$ cat config.mk
export PLATFORM = sky130hd
export DESIGN_NAME = svc_uart_tx_arb_flat
export DESIGN_NICKNAME = d
export VERILOG_FILES = /design/src/rtl/svc_uart_tx_arb_if.sv /design/src/rtl/svc_uart_tx_arb.sv /design/src/flat_wrapper.sv
export SDC_FILE = /design/constraint.sdc
export NUM_CORES = 1
export LEC_CHECK = 0
export CAP_MARGIN = 10
export CORE_ASPECT_RATIO = 0.6
export CORE_MARGIN = 3
export CORE_UTILIZATION = 31
export DETAILED_ROUTE_END_ITERATION = 12
export GPL_TIMING_DRIVEN = 0
export PLACE_DENSITY_LB_ADDON = 0.1
export RECOVER_POWER = 50
export SYNTH_ARGS = -nofsm -noshare
export SYNTH_HDL_FRONTEND = slang
export SYNTH_SLANG_ARGS = --single-unit
$ cat constraint.sdc
create_clock -name clk -period 2.7 [get_ports clk]
set_input_delay 0.54 -clock clk [delete_from_list [all_inputs] [get_ports clk]]
set_output_delay 0.54 -clock clk [all_outputs]
set_load 0.005 [all_outputs]
$ cat src/rtl/svc_uart_tx_arb_if.sv
// Byte-stream bus between the requesters, the shared UART TX byte port and the
// line-atomic arbiter that sits in between.
interface svc_uart_tx_arb_if #(
    parameter int NUM_REQ = 2
);
    localparam int OW = $clog2(NUM_REQ);

    logic [NUM_REQ-1:0]   req_valid;
    logic [NUM_REQ*8-1:0] req_data;
    logic [NUM_REQ-1:0]   req_ready;
    logic                 tx_valid;
    logic [7:0]           tx_data;
    logic                 tx_ready;
    logic [OW-1:0]        owner;
    logic                 locked;

    // master: requesters plus UART side; slave: the arbiter
    modport master (
        output req_valid, req_data, tx_ready,
        input  req_ready, tx_valid, tx_data, owner, locked
    );

    modport slave (
        input  req_valid, req_data, tx_ready,
        output req_ready, tx_valid, tx_data, owner, locked
    );
endinterface

$ cat src/rtl/svc_uart_tx_arb.sv
// Line-atomic round-robin arbiter sharing one UART TX byte port; the owner keeps
// the transmitter until it sends EOL_BYTE or sits idle for LOCK_TIMEOUT cycles.
//
// state     | meaning
// ----------+-----------------------------------------------------------
// ST_IDLE   | no owner; pick first valid requester upward from rr_ptr
// ST_LOCKED | owner streams bytes into the output register until EOL/timeout
module svc_uart_tx_arb #(
    parameter int         NUM_REQ      = 2,
    parameter logic [7:0] EOL_BYTE     = 8'h0A,
    parameter int         LOCK_TIMEOUT = 1024
) (
    input logic                clk,
    input logic                rst_n,
    svc_uart_tx_arb_if.slave   bus
);
    localparam int PW  = $clog2(NUM_REQ);
    localparam int PW1 = PW + 1;
    localparam int CW  = $clog2(LOCK_TIMEOUT + 1);

    localparam logic [0:0] ST_IDLE   = 1'b0;
    localparam logic [0:0] ST_LOCKED = 1'b1;

    logic [0:0]    state_q, state_d;
    logic [PW-1:0] owner_q, owner_d;
    logic [PW-1:0] rr_ptr_q, rr_ptr_d;
    logic [CW-1:0] cnt_q, cnt_d;
    logic          tx_valid_q, tx_valid_d;
    logic [7:0]    tx_data_q, tx_data_d;

    logic          locked_w;
    logic          own_valid;
    logic [7:0]    own_data;
    logic          tx_free;
    logic          accept;
    logic [PW-1:0] owner_inc;
    logic          sel_found;
    logic [PW-1:0] sel_idx;
    logic [PW:0]   cand;
    logic [NUM_REQ-1:0] req_ready_w;

    assign locked_w  = (state_q == ST_LOCKED);
    assign own_valid = bus.req_valid[owner_q];
    assign own_data  = bus.req_data[{owner_q, 3'b000} +: 8];
    assign tx_free   = !tx_valid_q || bus.tx_ready;
    assign accept    = locked_w && own_valid && tx_free;
    assign owner_inc = (owner_q == PW'(NUM_REQ - 1)) ? '0 : owner_q + PW'(1);

    // Walk offsets from high to low so the smallest offset from rr_ptr wins.
    always_comb begin
        sel_found = 1'b0;
        sel_idx   = '0;
        cand      = '0;
        for (int i = NUM_REQ - 1; i >= 0; i--) begin
            cand = {1'b0, rr_ptr_q} + PW1'(i);
            if (cand >= PW1'(NUM_REQ)) begin
                cand = cand - PW1'(NUM_REQ);
            end
            if (bus.req_valid[cand[PW-1:0]]) begin
                sel_found = 1'b1;
                sel_idx   = cand[PW-1:0];
            end
        end
    end

    always_comb begin
        state_d    = state_q;
        owner_d    = owner_q;
        rr_ptr_d   = rr_ptr_q;
        cnt_d      = cnt_q;
        tx_valid_d = tx_valid_q;
        tx_data_d  = tx_data_q;

        if (accept) begin
            tx_valid_d = 1'b1;
            tx_data_d  = own_data;
        end else if (tx_valid_q && bus.tx_ready) begin
            tx_valid_d = 1'b0;
        end

        case (state_q)
            ST_IDLE: begin
                cnt_d = '0;
                if (sel_found) begin
                    owner_d = sel_idx;
                    state_d = ST_LOCKED;
                end
            end
            ST_LOCKED: begin
                if (accept && (own_data == EOL_BYTE)) begin
                    state_d  = ST_IDLE;
                    rr_ptr_d = owner_inc;
                    cnt_d    = '0;
                end else if (own_valid) begin
                    // backpressured owner is still active, not idle
                    cnt_d = '0;
                end else if (cnt_q == CW'(LOCK_TIMEOUT - 1)) begin
                    state_d  = ST_IDLE;
                    rr_ptr_d = owner_inc;
                    cnt_d    = '0;
                end else begin
                    cnt_d = cnt_q + CW'(1);
                end
            end
            default: begin
                state_d = ST_IDLE;
                cnt_d   = '0;
            end
        endcase
    end

    always_ff @(posedge clk or negedge rst_n) begin
        if (!rst_n) begin
            state_q    <= ST_IDLE;
            owner_q    <= '0;
            rr_ptr_q   <= '0;
            cnt_q      <= '0;
            tx_valid_q <= 1'b0;
            tx_data_q  <= 8'h00;
        end else begin
            state_q    <= state_d;
            owner_q    <= owner_d;
            rr_ptr_q   <= rr_ptr_d;
            cnt_q      <= cnt_d;
            tx_valid_q <= tx_valid_d;
            tx_data_q  <= tx_data_d;
        end
    end

    always_comb begin
        req_ready_w = '0;
        if (locked_w) begin
            req_ready_w[owner_q] = tx_free;
        end
    end

    assign bus.req_ready = req_ready_w;
    assign bus.tx_valid  = tx_valid_q;
    assign bus.tx_data   = tx_data_q;
    assign bus.owner     = owner_q;
    assign bus.locked    = locked_w;
endmodule

$ cat src/flat_wrapper.sv
// flat-port wrapper written by rule: the top's interface ports become plain ports
module svc_uart_tx_arb_flat 
#(
    parameter int         NUM_REQ      = 2,
    parameter logic [7:0] EOL_BYTE     = 8'h0A,
    parameter int         LOCK_TIMEOUT = 1024
)
  (clk, rst_n, bus_req_valid, bus_req_data, bus_tx_ready, bus_req_ready, bus_tx_valid, bus_tx_data, bus_owner, bus_locked);
  svc_uart_tx_arb_if #(.NUM_REQ(NUM_REQ)) bus_i ();
  input logic clk;
  input logic rst_n;
  input wire logic [$bits(bus_i.req_valid)-1:0] bus_req_valid;
  input wire logic [$bits(bus_i.req_data)-1:0] bus_req_data;
  input wire logic [$bits(bus_i.tx_ready)-1:0] bus_tx_ready;
  output wire logic [$bits(bus_i.req_ready)-1:0] bus_req_ready;
  output wire logic [$bits(bus_i.tx_valid)-1:0] bus_tx_valid;
  output wire logic [$bits(bus_i.tx_data)-1:0] bus_tx_data;
  output wire logic [$bits(bus_i.owner)-1:0] bus_owner;
  output wire logic [$bits(bus_i.locked)-1:0] bus_locked;
  assign bus_i.req_valid = bus_req_valid;
  assign bus_i.req_data = bus_req_data;
  assign bus_i.tx_ready = bus_tx_ready;
  assign bus_req_ready = bus_i.req_ready;
  assign bus_tx_valid = bus_i.tx_valid;
  assign bus_tx_data = bus_i.tx_data;
  assign bus_owner = bus_i.owner;
  assign bus_locked = bus_i.locked;
  svc_uart_tx_arb #(.NUM_REQ(NUM_REQ), .EOL_BYTE(EOL_BYTE), .LOCK_TIMEOUT(LOCK_TIMEOUT)) u_core (.clk(clk), .rst_n(rst_n), .bus(bus_i));
endmodule
==> results of run 1 <==
==> metal layers <==
metal	track usage	routed length [microns]	up-vias
li1	-	-	453
met1	0.209	1520	432
met2	0.183	1100	22
met3	0.0459	161	2
met4	0.0237	12	0
met5	0	0	-
==> power by group through the flow <==
stage	Sequential (mW)	Combinational, mW	Clock (mW)
3_5_place_dp	0.405	0.194	0
6_report	0.398	0.185	0.215
4_1_cts	0.399	0.195	0.224
5_1_grt	0.403	0.204	0.238
2_1_floorplan	0.404	0.0752	0
3_3_place_gp	0.403	0.193	0
==> worst paths after layout <==
kind | start | to | slack (ns) | depth (start not counted)
worst max-delay path | bus_tx_ready | bus_req_ready[0] | 0.16 | 5
worst min-delay path | u_core.bus.tx_data[4] | u_core.bus.tx_data[4] | 0.49 | 2
worst max register to register | u_core.bus.owner | u_core.bus.tx_data[2] | 0.61 | 6
worst min register to register | u_core.bus.tx_data[4] | u_core.bus.tx_data[4] | 0.49 | 2
max in group asynchronous | rst_n | u_core.bus.tx_data[4] | 1.15 | 1
min in group asynchronous | rst_n | u_core.bus.tx_data[1] | 0.90 | 1
==> cell type report <==
| class | instances | area share |
|---|---|---|
| Multi-Input combinational cell | 79 | 0.349 |
| Clock inverter | 1 | 0.00314 |
| Inverter | 3 | 0.00708 |
| Tap cell | 45 | 0.0354 |
| Sequential cell | 23 | 0.362 |
| Clock buffer | 3 | 0.0259 |
| Buffer | 2 | 0.0102 |
| Timing Repair Buffer | 33 | 0.208 |
==> critical path, cell delays in order <==
cell and delay (ns):
clkdlybuf4s50_1 0.46, nand2b_1 0.13, and2_1 0.20, nor2b_1 0.15
clkdlybuf4s50_1 0.52
==> synthesized netlist by cell type, types with 2 or more instances <==
cell type / n / area (sq um)
mux2i_1: 9 / 90.1
and3_1: 4 / 25.0
xor2_1: 7 / 61.3
nor2_1: 10 / 37.5
nor3_1: 2 / 10.0
nand2b_1: 2 / 12.5
nand4b_1: 2 / 17.5
inv_1: 3 / 11.3
nand3_1: 4 / 20.0
nand2_1: 11 / 41.3
dfrtp_1: 23 / 576
o21ai_0: 4 / 20.0
o21ai_1: 5 / 25.0
nand4_1: 2 / 12.5
==> kinds of logic after synthesis <==
kind of cell               Yosys count
AOI/OAI and AO/OA                   15
and+or+nand+nor                     45
buffers and inverters                6
DFF                                 23
muxes                               10
adders and majority gates            1
xor gates and xnor gates             8
==> stage by stage <==
step | worst slack (ns) | cells | total power, mW
2_1_floorplan | 1.07 | 108 | 0.479
3_3_place_gp | 0.153 | 186 | 0.596
3_5_place_dp | 0.133 | 186 | 0.600
4_1_cts | 0.0741 | 190 | 0.818
5_1_grt | 0.0577 | 189 | 0.845
6_report | 0.162 | 189 | 0.798
==> registers in the layout (all words and copies together) (netlist names) <==
name,count
u_core.bus.locked,1
u_core.bus.owner,1
u_core.bus.tx_data,8
u_core.bus.tx_valid,1
u_core.cnt_q,11
u_core.rr_ptr_q,1
==> results.py, run 1 <==
metrics = {
    "drt": {
        "totalWireLength_microns": 2800,
        "vias": 909,
        "drtPass1Iterations": 4,
        "ant_nets": 0,
        "wl_per_cell_microns": 14.8,
        "via_per_inst": 4.81,
        "drc": 0,
        "initialDrtViolationCount": 36,
    },
    "cts": {
        "clock_latency_ns": 0.26,
        "cts_tree": "done",
        "cts_max_path_buffers": 2,
        "holdBufCountCts": 0,
        "clk_pin_slew_ns": 0.08,
        "post_cts_buffers": 0,
        "cts-root-buf": "clkbuf_8",
        "post_cts_resized": 0,
        "clkSinkCount": 23,
        "cts_inserted_buffers": 3,
        "htreeDepth": 1,
    },
    "logic_synthesis": {
        "synthAdderAreaFrac": 0.0106,
        "synth_cell_types": 34,
        "synth-seq-cells": 23,
        "syn_area_per_cell_sq_um": 10.9,
        "synth_mux_area_frac": 0.0958,
        "synth_flop_cell": "dfrtp_1",
        "synth-async-reset-ratio": 1.00,
        "syn_inst": 108,
        "synth-edff-count": 0,
        "ys_seq_area_frac": 0.490,
        "syn_area_sq_um": 1170,
        "synth_compound_area_frac": 0.100,
        "syn-num-nets": 130,
        "synth-simple-area-share": 0.217,
        "synth_top_family_by_area": "simple AND/OR/NAND/NOR gates",
        "synth_xor_area_frac": 0.0596,
        "yosysWarnings": 0,
    },
    "worst_setup_path": {
        "path_class": "in2out",
        "critPathLaunchType": "primary input",
        "cp.arrival_ns": 2.00,
        "cp_max_fo": 4,
        "end_kind": "primary output",
        "worstPathRequired_ns": 2.16,
    },
    "finish": {
        "multi_input_comb_area_sq_um": 556,
        "mostFrequentLayoutCells": "clkdlybuf4s50_1 (30), dfrtp_1 (23), nand2_1 (11)",
        "fin_util": 0.462,
        "drive_gt1_frac": 0.0764,
        "final_common_cell": "clkdlybuf4s50_1",
        "n_fill_cell": 340,
        "nets": 167,
        "final_area_sq_um": 1590,
        "seq_area_sq_um": 576,
        "antenna_cells": 0,
        "area_growth_pct": 35.5,
    },
    "timing": {
        "worst_slew_pin_slew_ns": 1.05,
        "setup-tns-final_ns": 0,
        "period_share": 0.940,
        "fmax_mhz": 394,
        "rsz0062_at_grt": "false",
        "setup_viol": 0,
        "hold_violations": 0,
        "drv_slew": 0,
        "clock-skew-final_ns": 0.00576,
        "relSlewSlack": 0.296,
        "whs_ns": 0.492,
        "post-route-min-period_ns": 2.54,
    },
    "placement": {
        "dp_hpwl_microns": 2250,
        "io_buffers": 33,
        "placed_area_sq_um": 1560,
        "place_congestion": 0.732,
    },
    "global_routing": {
        "antenna_found_initial": 0,
        "grt_overflow": 0,
        "grt_pass1_vias": 895,
        "grt_max_degree": 24,
        "grt_pass1_wl_microns": 4730,
        "track_usage": 0.136,
    },
    "pwr": {
        "combPwrFrac": 0.232,
        "switchingPower_mw": 0.213,
        "intPower_mw": 0.585,
        "max-vdd-ir-drop_mv": 0.262,
        "swShare": 0.266,
        "cellLeakagePower_nw": 0.669,
        "p_per_area_nw_per_um2": 501,
        "clkPwrFrac": 0.270,
        "p_seq_frac": 0.498,
    },
    "status": {
        "status": "finished clean",
    },
    "floorplan": {
        "core_area_sq_um": 3440,
        "dieArea_sq_um": 4590,
        "start_util": 0.341,
        "die_h_microns": 53.7,
        "die_w_microns": 85.5,
        "io_pins": 34,
        "rows": 16,
    },
    "worst_hold_path": {
        "min_path_type": "reg2reg",
    },
    "run": {
        "max_cap_violations": 0,
    },
}
Power figures use the tool's default switching activity.
==> run 2: changes to the inputs <==
--- a/config.mk
+++ b/config.mk
@@ -11,6 +11,7 @@
 export CORE_UTILIZATION = 31
 export DETAILED_ROUTE_END_ITERATION = 12
 export GPL_TIMING_DRIVEN = 0
+export MAX_ROUTING_LAYER = met4
 export PLACE_DENSITY_LB_ADDON = 0.1
 export RECOVER_POWER = 50
 export SYNTH_ARGS = -nofsm -noshare
==> run 2 against run 1 <==
Compared with the run above: critical path depth is the same; setup slack gained 0.0015 ns; sequential cell count is the same; critical path type unchanged; hold slack is essentially flat; clock-buffer cell count is the same; total power shrank 0.16%; utilization is the same; via count grew 1.2%; non-clock buffer count is the same; fmax is essentially flat.
==> results.py, run 2 (synthesis gave the netlist of run 1 again) <==
metrics = {
    "pwr": {
        "p_total_mw": 0.796,
        "p_per_area_nw_per_um2": 500,
        "max-vdd-ir-drop_mv": 0.259,
        "cellLeakagePower_nw": 0.669,
    },
    "drt": {
        "totalWireLength_microns": 2800,
        "initialDrtViolationCount": 34,
        "ant_nets": 0,
        "wl_per_cell_microns": 14.8,
        "vias": 920,
        "drc": 0,
        "via_per_inst": 4.87,
        "drtPass1Iterations": 4,
    },
    "finish": {
        "area_growth_pct": 35.5,
        "antenna_cells": 0,
        "final_common_cell": "clkdlybuf4s50_1",
        "nets": 167,
        "largest_reg_flops": 11,
        "mostFrequentLayoutCells": "clkdlybuf4s50_1 (30), dfrtp_1 (23), nand2_1 (11)",
        "drive_gt1_frac": 0.0764,
        "regMostFlops": "u_core.cnt_q",
    },
    "run": {
        "max_cap_violations": 0,
    },
    "floorplan": {
        "io_pins": 34,
        "dieArea_sq_um": 4590,
        "core_area_sq_um": 3440,
        "die_w_microns": 85.5,
        "rows": 16,
        "die_h_microns": 53.7,
        "start_util": 0.341,
    },
    "worst_setup_path": {
        "cp_max_fo": 4,
        "path_class": "in2out",
        "critPathLaunchType": "primary input",
        "critPathMaxStageDelay_ns": 0.52,
        "end_kind": "primary output",
        "worstPathRequired_ns": 2.16,
        "crit_top_cell": "clkdlybuf4s50_1",
        "path_cells": "clkdlybuf4s50_1 -> nand2b_1 -> and2_1 -> nor2b_1 -> clkdlybuf4s50_1",
        "cpMaxStageDelayCell": "clkdlybuf4s50_1",
        "cp.arrival_ns": 2.00,
    },
    "cts": {
        "cts-root-buf": "clkbuf_8",
        "clk_pin_slew_ns": 0.08,
        "post_cts_resized": 0,
        "post_cts_buffers": 0,
        "cts_inserted_buffers": 3,
        "htreeDepth": 1,
        "cts_tree": "done",
        "cts_max_path_buffers": 2,
        "clkSinkCount": 23,
        "clock_latency_ns": 0.26,
        "holdBufCountCts": 0,
    },
    "timing": {
        "fmax_mhz": 394,
        "setup-tns-final_ns": 0,
        "rsz0062_at_grt": "false",
        "hold_violations": 0,
        "period_share": 0.940,
        "relSlewSlack": 0.306,
        "worst_slew_pin_slew_ns": 1.04,
        "post-route-min-period_ns": 2.54,
        "drv_slew": 0,
        "whs_ns": 0.493,
        "setup_viol": 0,
        "clock-skew-final_ns": 0.00421,
    },
    "placement": {
        "io_buffers": 33,
        "place_congestion": 0.741,
        "dp_hpwl_microns": 2250,
    },
    "global_routing": {
        "grt_overflow": 0,
        "track_usage": 0.141,
        "grt_pass1_wl_microns": 4730,
        "antenna_found_initial": 0,
        "grt_max_degree": 24,
        "grt_pass1_vias": 886,
    },
    "worst_hold_path": {
        "min_path_type": "reg2reg",
    },
    "status": {
        "status": "finished clean",
    },
}
-- run 2: cell counts in the layout (fill, tap and decap cells not counted) --
Identical to the previous run, type by type.
-- run 2: area by class of cell --
cell class                      instances  area [sq um]
Buffer                                  2          16.3
Clock buffer                            3          41.3
Clock inverter                          1          5.00
Fill cell                             340          1850
Inverter                                3          11.3
Multi-Input combinational cell         79           556
Sequential cell                        23           576
Tap cell                               45          56.3
Timing Repair Buffer                   33           330
-- run 2: final timing paths --
check / cells past startpoint / end / slack, ns / startpoint
max: 5 / bus_req_ready[0] / 0.16 / bus_tx_ready
min: 2 / u_core.bus.tx_data[4] / 0.49 / u_core.bus.tx_data[4]
max reg2reg: 6 / u_core.bus.tx_data[2] / 0.60 / u_core.bus.owner
min reg2reg: 2 / u_core.bus.tx_data[4] / 0.49 / u_core.bus.tx_data[4]
max in group asynchronous: 1 / u_core.bus.tx_data[4] / 1.17 / rst_n
min in group asynchronous: 1 / u_core.bus.tx_data[1] / 0.90 / rst_n
-- run 2: power breakdown --
part | switching [mW] | internal, mW | total [mW]
Combinational | 0.0784 | 0.107 | 0.185
Clock | 0.111 | 0.103 | 0.214
Sequential | 0.0222 | 0.375 | 0.398
Total | 0.211 | 0.585 | 0.796
-- run 2: metal layers --
metal | wire, microns | part of all wire | global-route usage
met5 | 0 | 0 | -
met4 | 9 | 0.0032 | 0.0237
met3 | 155 | 0.055 | 0.0443
met2 | 1100 | 0.39 | 0.182
met1 | 1530 | 0.55 | 0.212
-- run 2: worst max-delay path: cells and delay by family --
kind / cells / cell delay [ns]
buffers and inverters: 2 / 0.98
and+or+nand+nor: 3 / 0.48
-- run 2: stage by stage --
step           area [sq um]  utilization  setup WS (ns)  std cells
6_report               1590        0.462          0.163        189
5_1_grt                1590        0.462         0.0577        189
4_1_cts                1610        0.467         0.0741        190
3_5_place_dp           1560        0.453          0.133        186
3_3_place_gp           1560        0.453          0.153        186
2_1_floorplan          1170            -           1.07        108
